File: src/rtl/mem_arbiter.sv
// Three-way memory port arbiter (dcache > icache > prefetch, with anti-starvation
// promotion for prefetch) plus a tag-indexed owner table that routes completions.
module mem_arbiter #(
  parameter int XLEN         = 32,
  parameter int STARVE_LIMIT = 7
) (
  input  logic            clock,
  input  logic            reset,
  input  logic [1:0]      dc_command,
  input  logic [XLEN-1:0] dc_addr,
  input  logic [63:0]     dc_data,
  input  logic [1:0]      ic_command,
  input  logic [XLEN-1:0] ic_addr,
  input  logic [1:0]      pf_command,
  input  logic [XLEN-1:0] pf_addr,
  input  logic [3:0]      mem2proc_response,
  input  logic [3:0]      mem2proc_tag,
  input  logic [63:0]     mem2proc_data,
  output logic [1:0]      proc2mem_command,
  output logic [XLEN-1:0] proc2mem_addr,
  output logic [63:0]     proc2mem_data,
  output logic [3:0]      dc_response,
  output logic [3:0]      ic_response,
  output logic [3:0]      pf_response,
  output logic [3:0]      dc_tag,
  output logic [3:0]      ic_tag,
  output logic [63:0]     mem_data,
  output logic            give_way
);

  localparam logic [1:0] BUS_NONE  = 2'd0;
  localparam logic [1:0] BUS_LOAD  = 2'd1;
  localparam logic [2:0] LIMIT     = 3'(STARVE_LIMIT);

  typedef enum logic [1:0] {
    OWN_NONE = 2'd0,
    OWN_DC   = 2'd1,
    OWN_IC   = 2'd2,
    OWN_PF   = 2'd3
  } owner_e;

  owner_e     owner_tbl [16];
  owner_e     winner;
  owner_e     cpl_owner;
  logic [2:0] starve_cnt;
  logic       err_dup;
  logic       dc_req, ic_req, pf_req, promote;
  logic       cpl_hit, rec_grant, dup_hit;

  function automatic logic [2:0] sat_inc(input logic [2:0] v);
    return (v >= LIMIT) ? LIMIT : v + 3'd1;
  endfunction

  assign dc_req  = (dc_command != BUS_NONE);
  assign ic_req  = (ic_command != BUS_NONE);
  assign pf_req  = (pf_command != BUS_NONE);
  assign promote = (starve_cnt == LIMIT);

  // Grant selection and request/response steering, all same-cycle
  always_comb begin
    winner           = OWN_NONE;
    proc2mem_command = BUS_NONE;
    proc2mem_addr    = '0;
    proc2mem_data    = '0;
    dc_response      = 4'd0;
    ic_response      = 4'd0;
    pf_response      = 4'd0;
    if (dc_req) begin
      winner           = OWN_DC;
      proc2mem_command = dc_command;
      proc2mem_addr    = dc_addr;
      proc2mem_data    = dc_data;
      dc_response      = mem2proc_response;
    end else if (pf_req && (promote || !ic_req)) begin
      winner           = OWN_PF;
      proc2mem_command = pf_command;
      proc2mem_addr    = pf_addr;
      pf_response      = mem2proc_response;
    end else if (ic_req) begin
      winner           = OWN_IC;
      proc2mem_command = ic_command;
      proc2mem_addr    = ic_addr;
      ic_response      = mem2proc_response;
    end
  end

  assign give_way = pf_req && (winner != OWN_PF);
  assign mem_data = mem2proc_data;

  // Completion routing from the owner table
  assign cpl_owner = owner_tbl[mem2proc_tag];
  assign cpl_hit   = (mem2proc_tag != 4'd0) && (cpl_owner != OWN_NONE);

  always_comb begin
    dc_tag = 4'd0;
    ic_tag = 4'd0;
    if (cpl_hit) begin
      if (cpl_owner == OWN_DC) dc_tag = mem2proc_tag;
      else                     ic_tag = mem2proc_tag;
    end
  end

  // A completion clearing the same tag in this cycle does not count as a duplicate
  assign rec_grant = (proc2mem_command == BUS_LOAD) && (mem2proc_response != 4'd0);
  assign dup_hit   = rec_grant && (owner_tbl[mem2proc_response] != OWN_NONE) &&
                     !(cpl_hit && (mem2proc_tag == mem2proc_response));

  always_ff @(posedge clock or negedge reset) begin
    if (!reset) begin
      for (int i = 0; i < 16; i++) owner_tbl[i] <= OWN_NONE;
      err_dup <= 1'b0;
    end else begin
      if (cpl_hit)   owner_tbl[mem2proc_tag]      <= OWN_NONE;
      if (rec_grant) owner_tbl[mem2proc_response] <= winner;
      err_dup <= err_dup | dup_hit;
    end
  end

  always_ff @(posedge clock or negedge reset) begin
    if (!reset)                          starve_cnt <= 3'd0;
    else if (!pf_req || winner == OWN_PF) starve_cnt <= 3'd0;
    else if (give_way)                   starve_cnt <= sat_inc(starve_cnt);
  end

endmodule

File: config.mk
export PLATFORM = sky130hd
export DESIGN_NAME = mem_arbiter
export DESIGN_NICKNAME = d
export VERILOG_FILES = /design/src/rtl/mem_arbiter.sv
export SDC_FILE = /design/constraint.sdc
export NUM_CORES = 1
export LEC_CHECK = 0
export BUFFER_PORTS_ARGS = -buffer_cell sky130_fd_sc_hd__buf_4
export CAP_MARGIN = 5
export CORE_AREA = 2 2 166 168
export CTS_CLUSTER_DIAMETER = 100
export DETAILED_ROUTE_END_ITERATION = 6
export DIE_AREA = 0 0 168 170
export PLACE_DENSITY = 0.41
export SETUP_SLACK_MARGIN = 0.02
export SYNTH_ARGS = -nofsm -noshare
export SYNTH_HDL_FRONTEND = slang
export SYNTH_SLANG_ARGS = --single-unit
File: constraint.sdc
create_clock -name clock -period 2.3 [get_ports clock]
set_clock_uncertainty 0.2 [all_clocks]
set_input_delay 0.345 -clock clock [delete_from_list [all_inputs] [get_ports clock]]
set_output_delay 0.345 -clock clock [all_outputs]
set_load 0.02 [all_outputs]
==> results of run 1 <==
final cells by class:
type | count | area [um2] | share of cell area [%]
tap | 341 | 427 | 5.11
sequential | 35 | 876 | 10.5
clock buffer | 7 | 133 | 1.59
inverter | 3 | 11.3 | 0.135
multi-input combinational | 396 | 3640 | 43.6
antenna | 1 | 2.50 | 0.0300
clock inverter | 1 | 5.00 | 0.0600
timing repair buffer | 363 | 3250 | 38.9
layout by cell type, fill, tap and decap left out, types with 5 or more instances in the layout:
cell and count:
nor2b_1 75, nor2_4 5, o22ai_2 5, and2_4 8, nand2_4 17, nand3b_1 6
o21ai_2 26, a31oi_2 12, nand2_1 15, nand2_2 13, o22ai_1 25, mux4_2 5
buf_6 43, clkbuf_16 7, dfrtp_1 35, nand3_1 11, buf_4 293, a21oi_1 7
nand3_2 12, buf_12 19, nand2b_1 18, a31oi_4 19, nor2_1 39, nand3_4 20
power breakdown:
part | switching (mW) | internal [mW]
logic | 1.17 | 1.21
clock network | 0.264 | 0.401
registers | 0.116 | 0.755
total | 1.55 | 2.36
flip-flops by register name (all words and copies together), names as in the netlist:
| signal | flops |
|---|---|
| owner_tbl | 32 |
| starve_cnt | 3 |
logic make-up (layout without fill, tap and decap cells):
logic type                 count (synthesis)  in the layout  synth area share, %
and+or+nand+nor                          263            263                 35.2
buffers and inverters                    111            374                 17.2
muxes                                     10             10                 5.00
AOI/OAI and AO/OA                        121            121                 19.6
DFF                                       35             35                 22.3
adders and majority gates                  2              2                0.637
other                                      0              1                    0
repair_timing:
action	in CTS	in global routing
hold endpoints to repair	35	0
setup buffers	17	8
cloned	7	2
pin swaps	79	105
resized for setup	146	142
hold buffers	1	0
endpoints found under the setup margin	53	80
metal layers:
metal / part of all wire [%] / track usage [%] / vias to the layer above
li1: - / - / 2371
met1: 40 / 17.6 / 2443
met2: 51 / 24.2 / 239
met3: 7.5 / 3.30 / 31
met4: 1.7 / 3.63 / 0
met5: 0 / 0 / -
worst paths after layout:
| path | endpoint | depth (start not counted) |
|---|---|---|
| min reg2reg | owner_tbl[30]$_DFF_PN0_ | 0 |
| max | dc_tag[2] | 6 |
| max reg2reg | owner_tbl[5]$_DFF_PN0_ | 11 |
| max in group asynchronous | owner_tbl[8]$_DFF_PN0_ | 2 |
| min | owner_tbl[30]$_DFF_PN0_ | 0 |
| min in group asynchronous | owner_tbl[20]$_DFF_PN0_ | 2 |
metrics by stage:
stage	TNS, ns	instance area, um2
after floorplan	-1.03	4190
after global placement	-7.83	6580
after detailed placement	-8.41	6580
after CTS	-11.17	7700
after global routing	-13.25	8340
final	-9.00	8340
==> metrics.csv, run 1 <==
stage,metric,value,unit
die,io_pins,423,
grt,wire_length_of_the_first_global_routing_pass,30800,um
clocking,tritoncts.num_buffers,5,
setup_path,cp.buffers_inverters,1,
setup_path,setup.worst_path.end_class,primary output,
finish,areaGrowthSynthToFinish,112,%
timing,timing.final.hold_violations,0,
finish,nets,1046,
clocking,tritoncts_clock_tree,yes,
grt,grt_antenna_before_repair,1,
worst_hold_path,worst_hold_check_path_type,reg -> reg,
setup_path,reg2reg_slack,-0.03,ns
setup_path,crit_path_cell_trace,mux4_2 > mux2_4 > a22oi_4 > nor3b_4 > and2_4 > buf_6,
setup_path,critPathLaunchType,register,
placement,hpwlAfterDp,15500,um
clocking,cts_root_buf,clkbuf_16,
setup_path,critPathSlowestCell,mux4_2,
synth,postSynth.asyncResetShare,100,%
synth,synth.cells.most_frequent,"nor2b_1, buf_4, nand2_1, nor2_1, nand3_1",
grt,globalRouteOverflowTotal,0,
setup_path,ff_to_ff_start,starve_cnt[0]$_DFF_PN0_,
timing,max_freq,373,MHz
synth,synth.largest_area_cell,dfrtp_1,
finish,final_util,31.3,%
routing,detail-route-antenna-nets,0,
routing,route.detailed.vias_per_inst,4.43,
status,violated_checks,setup timing,
finish,post_route_cells_drive_above_1_share,67.5,%
timing,whs,0.179,ns
placement,gp_congestion,0.738,
timing,finalMaxSlewViolations,0,
placement,numPlacedInstances,1108,
setup_path,worst-path-max-fanout,4,
synth,ys_warn_count,0,
timing,slew_at_the_pin_closest_to_its_max_slew_limit,0.615,ns
routing,drt-initial-drc-count,236,
die,die-area,0.0286,mm2
die,die_height,170,um
grt,first_global_vias,5023,
synth,yosysTopAreaCellShare,22.3,%
timing,setup_viol_count_final,53,
die,floorplan.core_area,0.0267,mm2
setup_path,criticalPathCategory,reg -> out,
clocking,clock_latency,0.28,ns
routing,drt_pre_antenna_iters,4,
timing,post-route-period-util,116,%
synth,synth_enable_flop_cells,0,
pwr,ir_worst_vdd,0.239,mV
synth,synth_top_flop_cell,dfrtp_1,
pwr,cellPowerDensity,469,mW/mm2
grt,grt_start_max_net_pins,43,
clocking,ctsHtreeMaxLevel,2,
run,max-cap-violations,0,
grt,grt_usage,14.0,%
die,floorplan.initialDensity,14.7,%
synth,syn_inst,542,
synth,synthMostInstantiatedCell,nor2b_1,
synth,yosys_register_bits,35,
routing,detailed_route_wire_length_per_cell,19.1,um
timing,setup_repair_after_global_routing_missed_its_margin,yes,
pwr,leak_pwr,3.61,nW
clocking,clock_sinks,35,
routing,post-route-drc-count,0,
setup_path,critical-path-max-stage-delay,0.47,ns
placement,pre_cts_ws,-0.343,ns
setup_path,critical_path.startpoint,owner_tbl[19]$_DFF_PN0_,
timing,post-route-worst-setup-slack,-0.378,ns
clocking,cts-root-to-sink-buffers,2,
die,die_w,168,um
synth,netlist_top_cells_area,"dfrtp_1, nor2b_1, buf_4",
setup_path,worst_ep_arrival_time,2.13,ns
pwr,power,3.91,mW
finish,stdcell_count,1147,
synth,synth-seq-area-share,22.3,%
die,fp-row-count,60,
clocking,clkTransAtPathRegs,0.06,ns
synth,mappedNetlistNets,784,
status,status,finished with violations,
setup_path,critPathTopFamily,multiplexers,
setup_path,req_time_crit_path,1.75,ns
synth,post_synth_instance_area,0.00393,mm2
worst_hold_path,hold_path_startpoint,owner_tbl[30]$_DFF_PN0_,
routing,finalWirelength,21900,um
timing,timing.slew.headroom,58.9,%
synth,yosys.cell_types.count,40,
finish,nFillCells,2808,
timing,fin_crit,2.68,ns
synth,synthesis.area_per_instance,7.25,um2
placement,numPortBuffers,294,
routing,via_count,5084,
(Power assumes the default switching activity.)
==> run 2: changes to the inputs <==
- ABC_AREA: default -> 1
- CORE_AREA: 2 2 166 168 -> 2 2 164 166
- DIE_AREA: 0 0 168 170 -> 0 0 166 168
- PLACE_DENSITY: 0.41 -> 0.44
==> metrics.csv, run 2 <==
stage,metric,value,unit,change
status,status,finished with violations,,unchanged
status,violated_checks,setup timing,,unchanged
timing,fin_crit,2.50,ns,was 2.68 ns
timing,setup_viol_count_final,37,,was 53
clocking,ctsHtreeMaxLevel,2,,unchanged
finish,largest_registers,"owner_tbl: 32 flops, starve_cnt: 3 flops",,unchanged
die,fp-row-count,60,,unchanged
finish,nFillCells,2959,,"was 2,808"
setup_path,setup.worst_path.end_class,primary output,,unchanged
routing,drt_pre_antenna_iters,4,,unchanged
timing,whs,0.182,ns,was 0.179 ns
synth,synth_top_flop_cell,dfrtp_1,,unchanged
clocking,cts_root_buf,clkbuf_16,,unchanged
routing,via_count,5723,,"was 5,084"
pwr,power_switching_share,40.6,%,was 39.6%
grt,globalRouteOverflowTotal,0,,unchanged
pwr,cellPowerDensity,447,mW/mm2,was 469 mW/mm2
finish,multi_input_comb_area,0.00267,mm2,was 0.00364 mm2
pwr,total_switching_power,1.34,mW,was 1.55 mW
setup_path,critPathSlowestCell,dfrtp_1,,was mux4_2
synth,synth.largest_area_cell,nand2_1,,was dfrtp_1
setup_path,cp.buffers_inverters,5,,was 1
clocking,cts-root-to-sink-buffers,2,,unchanged
pwr,pwr-share-clk,21.0,%,was 17.0%
routing,wl_met1,10900,um,was 8750 um
die,io_pins,423,,unchanged
placement,numPlacedInstances,1341,,"was 1,108"
synth,yosys.cell_types.count,25,,was 40
timing,timing.final.hold_violations,0,,unchanged
synth,syn_inst,777,,was 542
setup_path,worst-path-max-fanout,6,,was 4
synth,mappedNetlistNets,1019,,was 784
placement,hpwlAfterDp,21800,um,"was 15,500 um"
setup_path,critPathTopFamily,buffers and inverters,,was multiplexers
die,floorplan.core_area,0.0264,mm2,was 0.0267 mm2
clocking,clkTransAtPathRegs,0.05,ns,was 0.06 ns
finish,final-seq-area,876,um2,unchanged
synth,postSynth.asyncResetShare,100,%,unchanged
clocking,tritoncts.num_buffers,5,,unchanged
pwr,cellInternalPower,1.97,mW,was 2.36 mW
worst_hold_path,worst_hold_check_path_type,reg -> reg,,unchanged
routing,route.detailed.vias_per_inst,4.20,,was 4.43
finish,antennaDiodeCount,0,,was 1
die,die_height,168,um,was 170 um
routing,detail-route-antenna-nets,0,,unchanged
pwr,leak_pwr,4.11,nW,was 3.61 nW
finish,stdcell_count,1362,,"was 1,147"
routing,highest_layer,met4,,unchanged
synth,netlist_top_cells_area,"nand2_1, dfrtp_1, buf_4",,"was dfrtp_1, nor2b_1, buf_4"
timing,slew_at_the_pin_closest_to_its_max_slew_limit,0.551,ns,was 0.615 ns
die,die-area,0.0279,mm2,was 0.0286 mm2
routing,detailed_route_wire_length_per_cell,19.6,um,was 19.1 um
setup_path,critPathLaunchType,register,,unchanged
grt,grt_antenna_before_repair,0,,was 1
clocking,clock_latency,0.28,ns,about the same
timing,finalMaxSlewViolations,0,,unchanged
routing,wl_met3,3060,um,was 1650 um
die,die_w,166,um,was 168 um
finish,layout.cells.most_common,buf_4,,unchanged
finish,areaGrowthSynthToFinish,71.8,%,was 112%
setup_path,worst_ep_arrival_time,1.95,ns,was 2.13 ns
synth,ys_warn_count,0,,unchanged
timing,max_freq,400,MHz,was 373 MHz
timing,post-route-period-util,109,%,was 116%
setup_path,critical-path-max-stage-delay,0.38,ns,was 0.47 ns
finish,commonest_non_fill_non_tap_cells_in_the_layout,"buf_4, nand2_1, inv_1",,"was buf_4, nor2b_1, buf_6"
grt,first_global_vias,5675,,"was 5,023"
placement,numPortBuffers,294,,unchanged
finish,top_register,owner_tbl,,unchanged
synth,synthesis.area_per_instance,5.55,um2,was 7.25 um2
synth,synthMostInstantiatedCell,nand2_1,,was nor2b_1
timing,setup_repair_after_global_routing_missed_its_margin,yes,,unchanged
routing,finalWirelength,26700,um,"was 21,900 um"
grt,wire_length_of_the_first_global_routing_pass,37400,um,"was 30,800 um"
timing,timing.slew.headroom,63.3,%,was 58.9%
finish,post_route_cells_drive_above_1_share,41.4,%,was 67.5%
setup_path,criticalPathCategory,reg -> out,,unchanged
setup_path,req_time_crit_path,1.75,ns,about the same
grt,grt_start_max_net_pins,67,,was 43
finish,nets,1263,,"was 1,046"
setup_path,crit_path_cell_trace,ha_2 > ha_4 > inv_4 > nand2_4 > nand2_4 > inv_4 > nor2_4 > buf_12 > clkbuf_16 > nand3_1 > nand3_2 > buf_6,,was mux4_2 > mux2_4 > a22oi_4 > nor3b_4 > and2_4 > buf_6
finish,fin_area,0.00741,mm2,was 0.00834 mm2
grt,grt_usage,17.9,%,was 14.0%
synth,yosysTopAreaCellShare,21.2,%,was 22.3%
placement,postPlaceCellArea,0.00658,mm2,about the same
placement,gp_congestion,0.911,,was 0.738
routing,post-route-drc-count,0,,unchanged
die,floorplan.initialDensity,16.4,%,was 14.7%
run,max-cap-violations,0,,unchanged
synth,post_synth_instance_area,0.00431,mm2,was 0.00393 mm2
pwr,power,3.31,mW,was 3.91 mW
clocking,tritoncts_clock_tree,yes,,unchanged
synth,synth.cells.most_frequent,"nand2_1, inv_1, nand3_1, nor2_1, buf_4",,"was nor2b_1, buf_4, nand2_1, nor2_1, nand3_1"
synth,synth-seq-area-share,20.3,%,was 22.3%
synth,yosys_register_bits,35,,unchanged
timing,post-route-worst-setup-slack,-0.200,ns,was -0.378 ns
pwr,power.share.combinational,55.4,%,was 60.8%
pwr,power.share.sequential,23.6,%,was 22.3%
pwr,ir_worst_vdd,0.294,mV,was 0.239 mV
clocking,clock_sinks,35,,unchanged
finish,largest_register_ffs,32,,unchanged
synth,synth_enable_flop_cells,0,,unchanged
routing,total_met2_wirelength_after_detailed_routing,12600,um,"was 11,100 um"
routing,drt-initial-drc-count,260,,was 236
==> run 2: cell types whose count changed after synthesis, sizes merged, moves of 7 or more <==
| cell | previous run | this run |
|---|---|---|
| nand2 | 45 | 246 |
| inv | 3 | 111 |
| nor2b | 79 | 0 |
| nand3 | 43 | 100 |
| nor2 | 44 | 98 |
| a31oi | 33 | 1 |
| o22ai | 31 | 0 |
| clkbuf | 35 | 15 |
| a21boi | 0 | 19 |
| nand2b | 19 | 0 |
| buf | 73 | 88 |
| and2 | 10 | 0 |
| mux4 | 7 | 0 |
| nor3 | 1 | 8 |
==> run 2: final timing paths <==
check | startpoint | to | slack (ns) | cells past startpoint
hold / removal | owner_tbl[30]$_DFF_PN0_ | owner_tbl[30]$_DFF_PN0_ | 0.18 | 0
setup / recovery | starve_cnt[0]$_DFF_PN0_ | proc2mem_addr[13] | -0.20 | 12
max in group asynchronous | reset | owner_tbl[27]$_DFF_PN0_ | 1.17 | 2
hold reg to reg | owner_tbl[30]$_DFF_PN0_ | owner_tbl[30]$_DFF_PN0_ | 0.18 | 0
min in group asynchronous | reset | owner_tbl[7]$_DFF_PN0_ | 0.37 | 2
setup reg to reg | starve_cnt[0]$_DFF_PN0_ | owner_tbl[14]$_DFF_PN0_ | 0.07 | 15
==> run 2: cell type report <==
| type | instances | share of cell area [%] |
|---|---|---|
| Clock inverter | 1 | 0.0676 |
| Clock buffer | 6 | 1.88 |
| Multi-Input combinational cell | 528 | 36.1 |
| Tap cell | 341 | 5.76 |
| Inverter | 111 | 5.79 |
| Timing Repair Buffer | 340 | 38.6 |
| Sequential cell | 35 | 11.8 |
==> run 2: per-layer routing <==
layer  GRT usage (%)  up-vias
met5               0        -
met4            2.61        0
met3            8.72       13
met2            29.2      268
met1            21.6     2636
li1                -     2806
==> run 2: kinds of logic after synthesis <==
family	share of synthesized area, %
AND/OR/NAND/NOR	43.7
buffers and inverters	25.4
AO/OA/AOI/OAI	9.99
flip-flops	20.3
adder cells (fa/ha/maj)	0.580
==> run 2: timing repair <==
action / CTS / global route
endpoints found under the hold margin: 35 / 0
hold buffers: 1 / 0
pin swaps: 6 / 24
gates resized for setup: 63 / 54
endpoints found under the setup margin: 39 / 75
buffers inserted: 6 / 5
gates cloned: 1 / 5
==> run 2: power by group through the flow <==
stage	combinational (mW)	sequential [mW]	clock, mW
after global placement	1.63	0.786	0
after floorplan	0.999	0.772	0
final	1.83	0.780	0.696
after detailed placement	1.63	0.786	0
after CTS	1.76	0.779	0.703
after global routing	2.01	0.793	0.739
==> run 2: per-stage QoR <==
step | setup slack (ns) | utilization, % | TNS, ns
2_1_floorplan | -0.102 | - | -0.408
3_3_place_gp | 0.0432 | 25.0 | 0
3_5_place_dp | 0.0216 | 25.0 | 0
4_1_cts | -0.238 | 26.8 | -7.63
5_1_grt | -0.282 | 28.1 | -11.13
6_report | -0.200 | 28.1 | -6.49
==> run 2: worst register-to-register path: stages (launching register included) <==
cell     delay [ns]
dfrtp_1        0.36
ha_2           0.20
ha_4           0.14
inv_4          0.04
nand2_4        0.07
nand2_4        0.06
buf_4          0.16
nand2_1        0.08
nand2_1        0.05
nand2_1        0.09
nand2_2        0.08
buf_4          0.14
nor2_4         0.19
buf_12         0.19
nand2_1        0.07
nand2_1        0.07
==> run 3: changes to the inputs <==
- CORE_AREA: 2 2 164 166 -> 2 2 162 164
- DIE_AREA: 0 0 166 168 -> 0 0 164 166
- PLACE_DENSITY: 0.44 -> 0.43
- clock period: 2.3 -> 2.5 ns (I/O delays scaled with it)
==> metrics.csv, run 3 (synthesis gave the netlist of run 2 again) <==
stage,metric,value,unit,change
worst_hold_path,min_path_cells,0,,unchanged
finish,commonest_non_fill_non_tap_cells_in_the_layout,"buf_4, nand2_1, inv_1",,unchanged
status,violated_checks,setup timing,,unchanged
routing,route.detailed.vias_per_inst,4.20,,about the same
pwr,ir_worst_vdd,0.204,mV,was 0.294 mV
setup_path,critPathTopFamily,buffers and inverters,,unchanged
worst_hold_path,hold_path_startpoint,owner_tbl[31]$_DFF_PN0_,,was owner_tbl[30]$_DFF_PN0_
setup_path,criticalPathCategory,reg -> out,,unchanged
placement,pre_cts_ws,0.0717,ns,was 0.0216 ns
clocking,cts_root_buf,clkbuf_16,,unchanged
pwr,total_switching_power,1.18,mW,was 1.34 mW
setup_path,cp.buffers_inverters,5,,unchanged
routing,detail-route-antenna-nets,0,,unchanged
die,die-area,0.0272,mm2,was 0.0279 mm2
placement,numPortBuffers,294,,unchanged
run,max-cap-violations,0,,unchanged
die,io_pins,423,,unchanged
grt,globalRouteOverflowTotal,0,,unchanged
die,floorplan.initialDensity,16.8,%,was 16.4%
placement,numPlacedInstances,1328,,"was 1,341"
timing,max_freq,393,MHz,
routing,via_count,5630,,"was 5,723"
clocking,clkTransAtPathRegs,0.06,ns,was 0.05 ns
pwr,power_switching_share,40.6,%,about the same
timing,setup_repair_after_global_routing_missed_its_margin,yes,,unchanged
grt,first_global_vias,5666,,"was 5,675"
finish,areaGrowthSynthToFinish,63.3,%,was 71.8%
timing,slew_at_the_pin_closest_to_its_max_slew_limit,0.529,ns,was 0.551 ns
placement,gp_congestion,0.876,,was 0.911
die,fp-row-count,59,,was 60
grt,grt_usage,18.8,%,was 17.9%
die,die_height,166,um,was 168 um
timing,finalMaxSlewViolations,0,,unchanged
clocking,tritoncts_clock_tree,yes,,unchanged
clocking,clock_sinks,35,,unchanged
clocking,cts-root-to-sink-buffers,2,,unchanged
finish,nets,1247,,"was 1,263"
setup_path,reg2reg_slack,0.40,ns,was 0.07 ns
grt,grt_start_max_net_pins,89,,was 67
clocking,tritoncts.num_buffers,5,,unchanged
timing,timing.slew.headroom,64.6,%,was 63.3%
clocking,clock_latency,0.27,ns,was 0.28 ns
grt,wire_length_of_the_first_global_routing_pass,38100,um,"was 37,400 um"
grt,grt_antenna_before_repair,1,,was 0
finish,layout.cells.most_common,buf_4,,unchanged
setup_path,critPathLaunchType,register,,unchanged
die,die_w,164,um,was 166 um
finish,stdcell_count,1342,,"was 1,362"
placement,postPlaceCellArea,0.00652,mm2,was 0.00658 mm2
finish,top_register,owner_tbl,,unchanged
worst_hold_path,min_to,owner_tbl[31]$_DFF_PN0_,,was owner_tbl[30]$_DFF_PN0_
die,floorplan.core_area,0.0256,mm2,was 0.0264 mm2
routing,finalWirelength,26200,um,"was 26,700 um"
setup_path,r2r-end,owner_tbl[28]$_DFF_PN0_,,was owner_tbl[14]$_DFF_PN0_
setup_path,worst_ep_arrival_time,1.97,ns,was 1.95 ns
timing,post-route-period-util,102,%,
setup_path,worst-path-max-fanout,6,,unchanged
placement,hpwlAfterDp,22000,um,"was 21,800 um"
routing,drt_pre_antenna_iters,4,,unchanged
timing,fin_crit,2.54,ns,
routing,post-route-drc-count,0,,unchanged
pwr,cellPowerDensity,412,mW/mm2,was 447 mW/mm2
timing,timing.final.hold_violations,0,,unchanged
routing,drt-initial-drc-count,330,,was 260
timing,post-route-worst-setup-slack,-0.0418,ns,was -0.200 ns
setup_path,setup.worst_path.end_class,primary output,,unchanged
finish,fin_area,0.00704,mm2,was 0.00741 mm2
pwr,leak_pwr,3.97,nW,was 4.11 nW
routing,detailed_route_wire_length_per_cell,19.5,um,was 19.6 um
timing,setup_viol_count_final,11,,was 37
clocking,ctsHtreeMaxLevel,2,,unchanged
setup_path,critical-path-max-stage-delay,0.40,ns,was 0.38 ns
setup_path,req_time_crit_path,1.92,ns,was 1.75 ns
finish,post_route_cells_drive_above_1_share,38.6,%,was 41.4%
worst_hold_path,worst_hold_check_path_type,reg -> reg,,unchanged
setup_path,critPathSlowestCell,dfrtp_1,,unchanged
pwr,power.share.sequential,24.8,%,was 23.6%
setup_path,crit_path_cell_trace,ha_2 > ha_4 > inv_4 > nand2_4 > nand2_4 > inv_4 > nor2_4 > buf_12 > buf_8 > nand3_1 > nand3_2 > buf_6,,was ha_2 > ha_4 > inv_4 > nand2_4 > nand2_4 > inv_4 > nor2_4 > buf_12 > clkbuf_16 > nand3_1 > nand3_2 > buf_6
setup_path,r2r_cells,13,,was 15
status,status,finished with violations,,unchanged
pwr,pwr-share-clk,20.8,%,was 21.0%
pwr,cellInternalPower,1.72,mW,was 1.97 mW
pwr,power.share.combinational,54.4,%,was 55.4%
finish,largest_registers,"owner_tbl: 32 flops, starve_cnt: 3 flops",,unchanged
setup_path,ff_to_ff_start,starve_cnt[0]$_DFF_PN0_,,unchanged
finish,largest_register_ffs,32,,unchanged
run 3: worst max path at each step:
stage,start,endpoint,slack [ns],cells after the start
3_3_place_gp,starve_cnt[0]$_DFF_PN0_,proc2mem_addr[15],0.07,11
4_1_cts,starve_cnt[0]$_DFF_PN0_,proc2mem_addr[26],-0.07,12
2_1_floorplan,starve_cnt[0]$_DFF_PN0_,ic_response[0],0.07,10
6_report,starve_cnt[0]$_DFF_PN0_,proc2mem_addr[25],-0.04,12
3_5_place_dp,starve_cnt[0]$_DFF_PN0_,proc2mem_addr[15],0.07,11
5_1_grt,starve_cnt[0]$_DFF_PN0_,proc2mem_addr[25],-0.14,12
run 3: power groups by stage:
stage	logic, mW	clock network, mW	registers (mW)
after global routing	1.73	0.640	0.735
after floorplan	0.919	0	0.711
after detailed placement	1.49	0	0.725
after global placement	1.48	0	0.724
final	1.58	0.604	0.721
after CTS	1.58	0.620	0.720
run 3: timing repair:
| item | CTS | global route |
|---|---|---|
| gates resized for setup | 54 | 26 |
| hold endpoints to repair | 35 | 0 |
| gates cloned | 1 | 0 |
| endpoints found under the setup margin | 37 | 37 |
| pin swaps | 5 | 3 |
| hold buffers | 1 | 0 |
| buffers inserted | 4 | 0 |
run 3: layout make-up:
class                           instances  area (um2)
Clock inverter                          1        5.00
Fill cell                            2921       18600
Tap cell                              335         419
Sequential cell                        35         876
Timing Repair Buffer                  324        2640
Antenna cell                            1        2.50
Multi-Input combinational cell        528        2550
Clock buffer                            7         133
Inverter                              111         422
run 3: stage by stage:
stage / TNS [ns] / utilization [%] / hold WS (ns) / total power, mW
after floorplan: 0 / - / -0.121 / 1.63
after global placement: 0 / 25.5 / 0.167 / 2.21
after detailed placement: 0 / 25.5 / 0.168 / 2.21
after CTS: -1.28 / 27.1 / 0.181 / 2.92
after global routing: -2.78 / 27.5 / 0.194 / 3.10
final: -0.221 / 27.5 / 0.175 / 2.90
run 3: metal layers:
metal	vias to the layer above	global-route usage, %	share of wire, %
met5	-	4.36	0.60
met4	4	2.25	0.70
met3	12	9.62	12
met2	279	28.4	44
met1	2558	24.1	42
li1	2777	-	-
